## config.mk

```make
export PLATFORM = sky130hd
export DESIGN_NAME = mem_port_arbiter
export DESIGN_NICKNAME = d
export VERILOG_FILES = /design/src/rtl/mem_port_arbiter.sv
export SDC_FILE = /design/constraint.sdc
export NUM_CORES = 1
export LEC_CHECK = 0
export ABC_AREA = 1
export CAP_MARGIN = 20
export CELL_PAD_IN_SITES_DETAIL_PLACEMENT = 2
export CELL_PAD_IN_SITES_GLOBAL_PLACEMENT = 2
export CORE_UTILIZATION = 19
export DETAILED_ROUTE_END_ITERATION = 6
export PLACE_DENSITY_LB_ADDON = 0.1
export SLEW_MARGIN = 30
export SYNTH_ARGS = -nofsm -noshare
export SYNTH_HDL_FRONTEND = slang
export SYNTH_SLANG_ARGS = --single-unit
```

## constraint.sdc

```tcl
create_clock -name Clk -period 2.3 [get_ports Clk]
set_clock_uncertainty 0.2 [all_clocks]
set_input_delay 0.46 -clock Clk [delete_from_list [all_inputs] [get_ports Clk]]
set_output_delay 0.46 -clock Clk [all_outputs]
set_load 0.1 [all_outputs]
```

## src/rtl/mem_port_arbiter.sv

```systemverilog
// Shares one backing-memory port between I-cache refill and D-cache refill/writeback,
// running one line burst at a time and routing read beats back to the owning side.
module mem_port_arbiter #(
  parameter int AW         = 32,
  parameter int DW         = 32,
  parameter int BURST      = 4,
  parameter int STARVE_MAX = 3
) (
  input  logic          Clk,
  input  logic          Rst,
  input  logic          i_req,
  input  logic [AW-1:0] i_addr,
  output logic [DW-1:0] i_rdata,
  output logic          i_rvalid,
  output logic          i_done,
  input  logic          d_req,
  input  logic          d_we,
  input  logic [AW-1:0] d_addr,
  input  logic [DW-1:0] d_wdata,
  output logic          d_wnext,
  output logic [DW-1:0] d_rdata,
  output logic          d_rvalid,
  output logic          d_done,
  output logic          m_req,
  output logic          m_we,
  output logic [AW-1:0] m_addr,
  output logic [DW-1:0] m_wdata,
  input  logic [DW-1:0] m_rdata,
  input  logic          m_ack,
  output logic [1:0]    owner
);
  localparam int BW = $clog2(BURST);
  localparam int SW = $clog2(STARVE_MAX + 1);
  localparam logic [AW-1:0] LINE_MASK = ~(AW'(BURST * 4 - 1));
  localparam logic [BW-1:0] LAST      = BW'(BURST - 1);
  localparam logic [SW-1:0] SMAX      = SW'(STARVE_MAX);

  localparam logic [1:0] S_IDLE = 2'd0;
  localparam logic [1:0] S_BI   = 2'd1;
  localparam logic [1:0] S_BD   = 2'd2;
  localparam logic [1:0] S_DONE = 2'd3;

  logic [1:0]    state;
  logic [AW-1:0] base;
  logic [BW-1:0] beat;
  logic [SW-1:0] starve;
  logic          we_l;
  logic          grant_i;

  // D wins ties until I has watched STARVE_MAX consecutive D grants.
  assign grant_i = i_req && (!d_req || starve == SMAX);

  always_ff @(posedge Clk) begin
    if (Rst) begin
      state    <= S_IDLE;
      owner    <= 2'b00;
      base     <= '0;
      beat     <= '0;
      starve   <= '0;
      we_l     <= 1'b0;
      i_rdata  <= '0;
      i_rvalid <= 1'b0;
      d_rdata  <= '0;
      d_rvalid <= 1'b0;
    end else begin
      i_rvalid <= 1'b0;
      d_rvalid <= 1'b0;
      case (state)
        S_IDLE: begin
          if (grant_i) begin
            state  <= S_BI;
            owner  <= 2'b01;
            base   <= i_addr & LINE_MASK;
            beat   <= '0;
            we_l   <= 1'b0;
            starve <= '0;
          end else if (d_req) begin
            state <= S_BD;
            owner <= 2'b10;
            base  <= d_addr & LINE_MASK;
            beat  <= '0;
            we_l  <= d_we;
            if (i_req && starve != SMAX) starve <= starve + SW'(1);
          end
        end
        S_BI, S_BD: begin
          if (m_ack) begin
            beat <= beat + BW'(1);
            if (!we_l) begin
              if (state == S_BI) begin
                i_rdata  <= m_rdata;
                i_rvalid <= 1'b1;
              end else begin
                d_rdata  <= m_rdata;
                d_rvalid <= 1'b1;
              end
            end
            if (beat == LAST) state <= S_DONE;
          end
        end
        S_DONE: begin
          state <= S_IDLE;
          owner <= 2'b00;
        end
        default: state <= S_IDLE;
      endcase
    end
  end

  // Low address bits of base are zero, so OR-ing the beat offset wraps inside the line.
  assign m_req   = (state == S_BI) || (state == S_BD);
  assign m_we    = (state == S_BD) && we_l;
  assign m_addr  = m_req ? (base | AW'({beat, 2'b00})) : '0;
  assign m_wdata = m_we ? d_wdata : '0;
  assign d_wnext = m_we && m_ack;
  assign i_done  = (state == S_DONE) && (owner == 2'b01);
  assign d_done  = (state == S_DONE) && (owner == 2'b10);

endmodule

```

-- Yosys cells after proc, flatten, opt, wreduce, memory -nomap -nowiden
Index checks and enable logic that the tools add are counted.
- input bits: 134
- output and inout port bits: 137
- register bits after elaboration: 107
- word-level logic and storage cells: 72
- reductions and logical operators: 23
- bitwise logic cells: 5
- mux-type cells: 21
- equal/unequal tests: 11
- add/sub/neg operators: 2
- operator list (cell ; number):
    $mux 32 ; 4
    $or 32x4->32 ; 1
    $mux 2 ; 10
    $eq 2x2->1 const B ; 5
    $reduce_and 3->1 ; 3
    $pmux 2 s2 ; 2
    $reduce_and 4->1 ; 2
    $reduce_bool 2->1 ; 4
    $logic_and 1x1->1 ; 6
    $ne 2x2->1 const B ; 3
    $pmux 2 s3 ; 1
    $add 2x1->2 const B ; 2
    $eq 2x1->1 const B ; 2
    $mux 1 ; 4
    $not 1->1 ; 4
    $reduce_and 2->1 ; 2
    $reduce_or 4->1 ; 1
    $ne 3x3->1 const B ; 1
    $logic_not 2->1 ; 1
    $logic_or 1x1->1 ; 2
    $reduce_or 2->1 ; 1
    $logic_not 1->1 ; 1

-- Longest topological paths before layout
Gate-level depths: netlist (run 1).
- depth in word-level cells: 5
- depth in mapped cells: 9
- gate-level depth less buffers: 8

-- Least setup slack after synthesis (run 1)
No wires, ideal clock.
- path kind: register to output
- from: register state[0]
- to: output m_addr[10]
- setup slack: -906 ps
- cell stages (with the launch flop): 7
- data required time: 1640 ps
- data arrival time: 2546 ps
- path buffers: 2
- cells stage by stage: dfxtp_1 inv_1 ha_1 buf_4 clkbuf_1 nand2_1 inv_1
- cells in the longest elaborated chain, start to end: 3
- ends and longest elaborated chain (item ; line ; RTL):
    from (decl) ; 43 ; logic [1:0] state;
    from (signal assigned) ; 55 ; state <= S_IDLE;
    from (signal assigned) ; 71 ; state <= S_BI;
    from (signal assigned) ; 78 ; state <= S_BD;
    $eq 2x1->1 / $eq 2x2->1 (equally long branches) ; 111 ; assign m_req = (state == S_BI) || (state == S_BD);
    $logic_or 1x1->1 (*) ; 111 ;
    named net m_req ; 24 ; output logic m_req,
    $mux 32 (*) ; 113 ; assign m_addr = m_req ? (base | AW'({beat, 2'b00})) : '0;
    to (decl) ; 26 ; output logic [AW-1:0] m_addr,
Mark *: on every way through the listed nets, which the timed path passes. The rest lies on a longest branch.

-- Worst setup path after layout (run 1)
- from: register state[0]
- to: output m_addr[19]
- cells in the longest elaborated chain, start to end: 3
- ends and longest elaborated chain (item ; line):
    $eq 2x1->1 / $eq 2x2->1 (equally long branches) ; 111
    $logic_or 1x1->1 (*) ; 111
    $mux 32 (*) ; 113
Every way passes the cells marked *; elsewhere a longest branch is shown, timed or not.

==> flow_results.org, run 1 <==
** Outcome
- The run finished, with violations left.
- Violated checks :: negative setup slack

** Worst setup path
- Critical-path cell with the highest stage delay :: dfxtp_4
- Data on the critical path is required at its endpoint by 1.64 ns.
- R2R depth :: 9
- Kind of critical path :: reg -> out
- Of all nets on the critical path, the largest fanout is 5.
- STA classifies the critical path startpoint as a flip-flop.
- For the worst setup path, the data arrival time is 1.65 ns.
- Traced cell by cell, the critical path runs through inv_4 -> ha_4 -> buf_12 -> buf_12 -> nand2_4 -> clkinvlp_4 -> buf_12.
- The endpoint identified for the worst register-to-register timing path is d_rdata[0].
- The worst setup path is captured at an output port.
- Cell repeated most along the worst path :: buf_12
- Largest stage delay on the critical path :: 0.36 ns
- Startpoint of the worst register-to-register path :: state[0]
- Setup slack on the worst reg-to-reg path comes out at 0.25 ns.

** Timing
- Tcrit/Tclk final :: 1.01
- Derived from the worst setup path, the maximum achievable clock frequency is 432 MHz.
- Setup violations remaining at the end of the flow were counted as 13.
- Post-route setup TNS :: -0.0720 ns
- The number of pins exceeding their max-slew limit in the final report is 0.
- Across all setup checks in the final design, the least slack found is -0.0130 ns.
- Count of endpoints failing hold in the final timing report :: 0
- Unrepaired setup endpoints after global routing :: yes
- After layout, the minimum clock period comes to 2.31 ns.

** Global routing
- Global router's overall resource usage :: 0.158
- The global routing stage identified its most utilized layer as met2.
- Wire length of the first global-routing pass :: 32100 µm
- Via count of the first global-routing pass :: 5797
- For this run the aggregate overflow at the end of global routing stands at 0.
- Entering global routing, the biggest net connects 41 pins.
- In the global route stage, met1 resource usage came out at 0.183.
- Met3 usage :: 0.0449
- Global-route track usage on met2 :: 0.289
- The initial antenna violation count came to 0.

** Layout
- Register cell area after layout :: 2070 µm²
- Total inserted antenna cells :: 0
- Once layout is done, the placed cells without fillers occupy 9510 µm².
- After filler insertion, the fill cell instance count of the layout stands at 2823.
- Summing all multi-input logic gate instances after layout gives 2590 µm².
- Fraction of final layout cells sized beyond drive strength 1 :: 0.296
- Compared with the post-synthesis result, the final layout area differs by 96.4%.
- Final #Nets :: 1129

** Die
- Die ar. :: 26100 µm²
- Number of top-level pins :: 271
- Standard-cell rows :: 58
- Vertical extent of the die :: 162 µm
- The total area inside the core boundary comes to 25100 µm².
- In this run the horizontal extent of the chip is 162 µm.
- For this configuration, the core starts out at a cell density of 0.193.

** Clocking
- Clock tree from TritonCTS :: done
- The clock reaches the later pin of the worst-skew pair after 0.35 ns.
- CTS clk-pin slew, worst paths :: 0.07 ns
- CTS buffer count :: 9
- The tree is rooted in a clkbuf_16.
- The H-tree was split into 3 levels.
- Buffers inserted to repair hold after CTS numbered 0.
- In this run the deepest clock path goes through 2 buffers.
- The clock drives 103 sinks.

** Logic synthesis
- Syn avg cell area :: 6.68 µm²
- The share of the synthesized area in compound gates (AO/OA/AOI/OAI) came to 0.110.
- Basic-gate share of the synthesized area counting and, or, nand and nor cells :: 0.309
- The cell area that synthesis handed to floorplanning was 4840 µm².
- The number of different library cells used by synthesis comes to 26.
- After technology mapping, the gate count stands at 724.
- Adder-cell share of the synthesized area :: 0.0207
- Ranked by total cell area, the synthesized netlist is headed by dfxtp_1 (43%), nor2_1 (13%), nand2_1 (8.8%).
- Portion of synthesized cell area occupied by the leading cell type :: 0.426
- Syn. warnings :: 0
- Area leader, netlist :: dfxtp_1
- Yosys mapped a number of flops with a built-in enable equal to 0.
- Top post-synthesis cells by count :: nor2_1 (172), nand2_1 (114), inv_1 (106)
- Proportion of synthesized area in mux cells :: 0
- Yosys instantiated no cell more often than nor2_1.
- Dominant combinational cell family by area after synthesis :: simple AND/OR/NAND/NOR gates
- Share of flip-flops with an asynchronous set or reset after synthesis :: 0
- Primary flip-flop cell chosen by synthesis mapping :: dfxtp_1
- Flop and latch count out of synthesis :: 103
- Sequential element share of the synthesized area :: 0.426
- Of the total synthesized cell area, the portion taken by XOR and XNOR cells is 0.

** Drt
- Post-route antenna net violation count :: 0
- Average wire per cell in the routed design :: 15.7 µm
- DRC violations left :: 0
- After detailed routing, the number of vias per cell comes to 4.15.
- Summed over all layers, the routed wires come to 20700 µm.
- Drt first pass iters :: 4
- DRC marker count from the first detailed-route iteration :: 168
- Detailed routing inserted a total of 5486 vias.

** Placement
- Final weighted congestion in routability-driven placement :: 0.712
- Sum of net half-perimeters after detailed placement :: 15100 µm
- Input and output buffers added on the ports amount to 260.
- Placed Instance Area :: 8750 µm²

** Pwr
- Cell leakage power :: 4.26 nW
- Dividing total power by cell area gives a power density of 1180 nW/µm².
- The worst-case IR drop observed on VDD is 0.756 mV.
- Total Power Consumption :: 11.3 mW

** Worst hold path
- Number of cells traversed by the worst hold path :: 2
- The tightest min-delay check is of the reg -> reg type.
- Origin of the worst min-delay path :: base[16]
- The worst hold path terminates at base[16].

** Run
- The tool flagged a number of max-cap violations equal to 0.
metal layers:
layer  part of all wire  wire length (µm)
met1               0.42              8700
met2               0.51             10700
met3              0.059              1220
met4             0.0068               140
met5                  0                 0
placed cells by master (no fill, tap or decap), types with 4 or more instances in the layout:
cell type / synthesis / layout
o21ai_0: 60 / 60
nand3b_1: 28 / 28
nor2_1: 172 / 138
buf_12: 0 / 80
clkdlybuf4s50_1: 0 / 125
o21ai_1: 5 / 5
nand3_1: 33 / 33
ha_1: 8 / 6
clkinvlp_4: 0 / 31
nand2_1: 114 / 87
dfxtp_1: 103 / 101
nand2_2: 1 / 5
clkbuf_16: 0 / 10
nand2_4: 0 / 22
nor2_4: 0 / 32
a21oi_1: 35 / 35
inv_4: 1 / 4
inv_1: 106 / 73
buf_4: 7 / 89
worst max-delay path by stage:
stage                       endpoint  startpoint  cells after the start
final                     m_addr[19]    state[0]                      7
after CTS                 m_addr[27]    state[0]                      6
after floorplan               d_done    owner[1]                      2
after detailed placement    base[22]       i_req                      5
after global placement      base[22]       i_req                      5
after global routing       m_addr[7]    state[0]                      7
registers in the layout, indices dropped and copies added, names as in the netlist:
| signal | flops |
|---|---|
| i_rdata | 32 |
| base | 28 |
| owner | 2 |
| d_rvalid | 1 |
| state | 2 |
| starve | 2 |
| beat | 2 |
| i_rvalid | 1 |
| we_l | 1 |
| d_rdata | 32 |
worst max-delay path: cells and delay by family (launching register included):
kind          cells  cell delay [ns]
buf+inv           5             0.55
flops             1             0.36
fa+ha+maj         1             0.32
simple gates      1             0.05
area by class of cell:
cell class | instances | share of cell area
Clock inverter | 6 | 0.00790
Clock buffer | 10 | 0.0241
Sequential cell | 103 | 0.217
Timing Repair Buffer | 299 | 0.379
Multi-Input combinational cell | 466 | 0.272
Tap cell | 330 | 0.0434
Inverter | 108 | 0.0555
through the flow:
stage	utilization	instances	setup slack (ns)	hold slack, ns
5_1_grt	0.379	1322	-0.0817	0.300
6_report	0.379	1322	-0.0130	0.273
2_1_floorplan	-	725	-0.303	0.244
3_3_place_gp	0.348	1292	0.117	0.252
4_1_cts	0.374	1319	-0.0838	0.276
3_5_place_dp	0.348	1292	0.0539	0.260
report_power, final:
part	internal, mW	total [mW]	leakage (nW)	switching, mW
sequential	2.24	2.54	0.843	0.304
combinational	2.17	7.08	3.27	4.91
clock	0.865	1.64	0.146	0.774
total	5.27	11.3	4.26	5.99
cell families (layout without fill, tap and decap cells):
family / count (synthesis) / count (layout)
flops: 103 / 103
fa+ha+maj: 8 / 8
simple gates: 353 / 353
buf+inv: 156 / 423
compound gates: 103 / 103
other cells: 1 / 2
repair_timing:
| item | in CTS | in global routing |
|---|---|---|
| pin swaps | 13 | 10 |
| hold endpoints to repair | 0 | 0 |
| buffers inserted | 10 | 2 |
| gates cloned | 1 | 1 |
| gates resized for setup | 53 | 18 |
| endpoints found under the setup margin | 62 | 86 |
Note: power is estimated with default switching activity, not from simulation.
==> inputs of run 2 (changes only) <==
- GPL_ROUTABILITY_DRIVEN: not set -> 1
- SKIP_LAST_GASP: not set -> 1
- SLEW_MARGIN: 30 -> 20
==> flow_results.org, run 2 (synthesis results as in run 1) <==
** Worst hold path
- The worst hold path passes through 2 cells.
- Hold crit path type :: reg -> reg

** Timing
- Worst Hold Slack :: 0.273 ns
- Once routing completed, OpenROAD measured the worst setup slack at -0.0203 ns.
- Final setup violation count :: 10
- Setup repair after global routing could not meet its margin everywhere.
- The number of pins exceeding their max-slew limit in the final report is 0.
- For the finished layout, the period the worst path requires is 2.32 ns.
- Timing would allow up to 431 MHz.
- Tcrit/Tclk final :: 1.01
- Count of endpoints failing hold in the final timing report :: 0

** Clocking
- H-tree depth :: 3
- CTS buffer count :: 9
- Worst-Skew Late Latency :: 0.35 ns
- Root cell of the clock tree :: clkbuf_16
- Max Root-Sink Buffers :: 2
- Clock tree synthesis found a total of 103 sinks.
- For this design, the CTS-stage hold fixing added 0 buffers.
- After clock tree synthesis, the clock-pin slew on the worst setup and hold paths is 0.07 ns.
- Clock tree from TritonCTS :: done

** Global routing
- Global router's overall resource usage :: 0.158
- Wire length of the first global-routing pass :: 32000 µm
- The via count of the first global-routing pass was 5780.
- Entering global routing, the biggest net connects 41 pins.
- The initial antenna violation count was 0.
- Global routing finished with a remaining overflow of 0.

** Run
- Across the run, the number of max-cap violations was 0.

** Placement
- I/O Buffers :: 260
- Placed Instance Area :: 8750 µm²
- The number of placed instances, taps included, is 1292.
- Final weighted congestion in routability-driven placement :: 0.712
- Sum of net half-perimeters after detailed placement :: 15100 µm

** Layout
- The area growth from synthesis to layout is 95.7%.
- Largest registers :: d_rdata (32), i_rdata (32), base (28)
- The top cell types in the final layout, fill and taps aside, are nor2_1 (138), clkdlybuf4s50_1 (125), dfxtp_1 (101), buf_4 (90), nand2_1 (88).
- After filler insertion, the fill cell instance count of the layout stands at 2830.
- The library cell used most frequently in the layout, excluding fill and tap cells, is nor2_1.
- Post-layout instance area :: 9470 µm²
- Final #Nets :: 1129
- Total inserted antenna cells :: 0
- Fraction of the core area covered by cells at the end of the flow :: 0.377
- Of the cells placed in the final design, the portion with a size suffix greater than 1 is 0.295.
- Final standard cell count with taps included and fillers excluded :: 1322

** Drt
- Summing over every cut layer, the via total after detailed routing is 5481.
- The first TritonRoute pass finished after 4 iterations.
- Post-route antenna net violation count :: 0
- DRC marker count from the first detailed-route iteration :: 158
- Average wire per cell in the routed design :: 15.6 µm
- Routed signal wires occupy layers up through met4.
- DRC violations left :: 0
- DR vias/cell :: 4.15
- After detailed routing, the met3 layer carries 1220 µm of wire.
- After detailed routing, the total wire length is 20600 µm.
- Routed length on met1 :: 8700 µm
- After detailed routing, the met2 layer carries 10600 µm of wire.

** Outcome
- Status :: finished with violations
- Violated checks :: negative setup slack

** Worst setup path
- Worst path required time :: 1.64 ns
- STA classifies the critical path startpoint as a flip-flop.
- For the worst flop-to-flop path, the logic depth is 9.
- STA classifies the critical path endpoint as an output port.
- By startpoint and endpoint, the worst setup path is classified as reg -> out.
- Data on the critical path arrives at its endpoint at 1.66 ns.
- Cell repeated most along the worst path :: buf_12
- The largest individual stage delay along the critical path comes from the cell dfxtp_2.
- Critical path peak fanout :: 5
- Largest stage delay on the critical path :: 0.36 ns
- The critical path goes through inv_4 -> ha_4 -> buf_12 -> buf_12 -> nand2_2 -> clkinvlp_4 -> buf_12.

** Pwr
- Total power for the finished layout comes to 11.2 mW.
- VDD IR max :: 0.755 mV
- Power Dens Cells :: 1190 nW/µm²
- Cell leakage power :: 4.23 nW

** Die
- Measured along the y axis, the die boundary spans 162 µm.
- Width of the die :: 162 µm
- Placeable core region :: 25100 µm²
- The die covers 26100 µm².
- Number of top-level pins :: 271
- Standard-cell rows :: 58
- Initial core utilization :: 0.193
## run 2: cell count changes in the layout (fill, tap and decap cells not counted)
cell | before | now
nor2_4 | 32 | 31
nor2_2 | 3 | 4
buf_12 | 80 | 81
nand2_2 | 5 | 7
buf_4 | 89 | 90
nand2_8 | 1 | 0
nand2_1 | 87 | 88
nand2_4 | 22 | 20
buf_6 | 3 | 1
buf_8 | 0 | 1
clkbuf_16 | 10 | 9
## run 2: per-stage QoR
stage,TNS [ns],worst slack (ns)
global placement,0,0.117
detailed placement,0,0.0539
global route,-2.54,-0.0785
CTS,-0.981,-0.0838
finish,-0.100,-0.0203
floorplan,-3.34,-0.303
## run 2: area by class of cell
| type | instances | area (µm²) | area share |
|---|---|---|---|
| Timing Repair Buffer | 299 | 3600 | 0.380 |
| Sequential cell | 103 | 2070 | 0.218 |
| Clock inverter | 6 | 75.1 | 0.00793 |
| Clock buffer | 10 | 229 | 0.0242 |
| Tap cell | 330 | 413 | 0.0436 |
| Multi-Input combinational cell | 466 | 2560 | 0.270 |
| Inverter | 108 | 528 | 0.0558 |
## run 2: path summary, 6_finish.rpt
path,startpoint,slack (ns),endpoint
max,state[1],-0.02,m_addr[15]
min,base[16],0.27,base[16]
max reg2reg,state[0],0.25,d_rdata[0]
min reg2reg,base[16],0.27,base[16]
## run 2: what timing repair did
| item | 4_1_cts | 5_1_grt |
|---|---|---|
| endpoints found under the setup margin | 62 | 86 |
| buffers inserted | 10 | 3 |
| cloned | 1 | 0 |
| gates resized for setup | 47 | 21 |
| pin swaps | 11 | 8 |
## run 2: power breakdown
part / total [mW] / internal, mW / switching [mW]
sequential: 2.53 / 2.24 / 0.296
combinational: 7.06 / 2.17 / 4.90
clock: 1.64 / 0.865 / 0.774
total: 11.2 / 5.27 / 5.97
## run 2: metal layers
metal | vias to the layer above | global-route usage
met5 | - | 0
met4 | 0 | 0.0296
met3 | 9 | 0.0449
met2 | 131 | 0.287
met1 | 2618 | 0.184
li1 | 2723 | -
## run 2: worst max-delay path, delay by kind of cell (launching register included)
kind | cells | cell delay, ns
buf+inv | 5 | 0.59
flops | 1 | 0.36
fa+ha+maj | 1 | 0.27
simple gates | 1 | 0.08
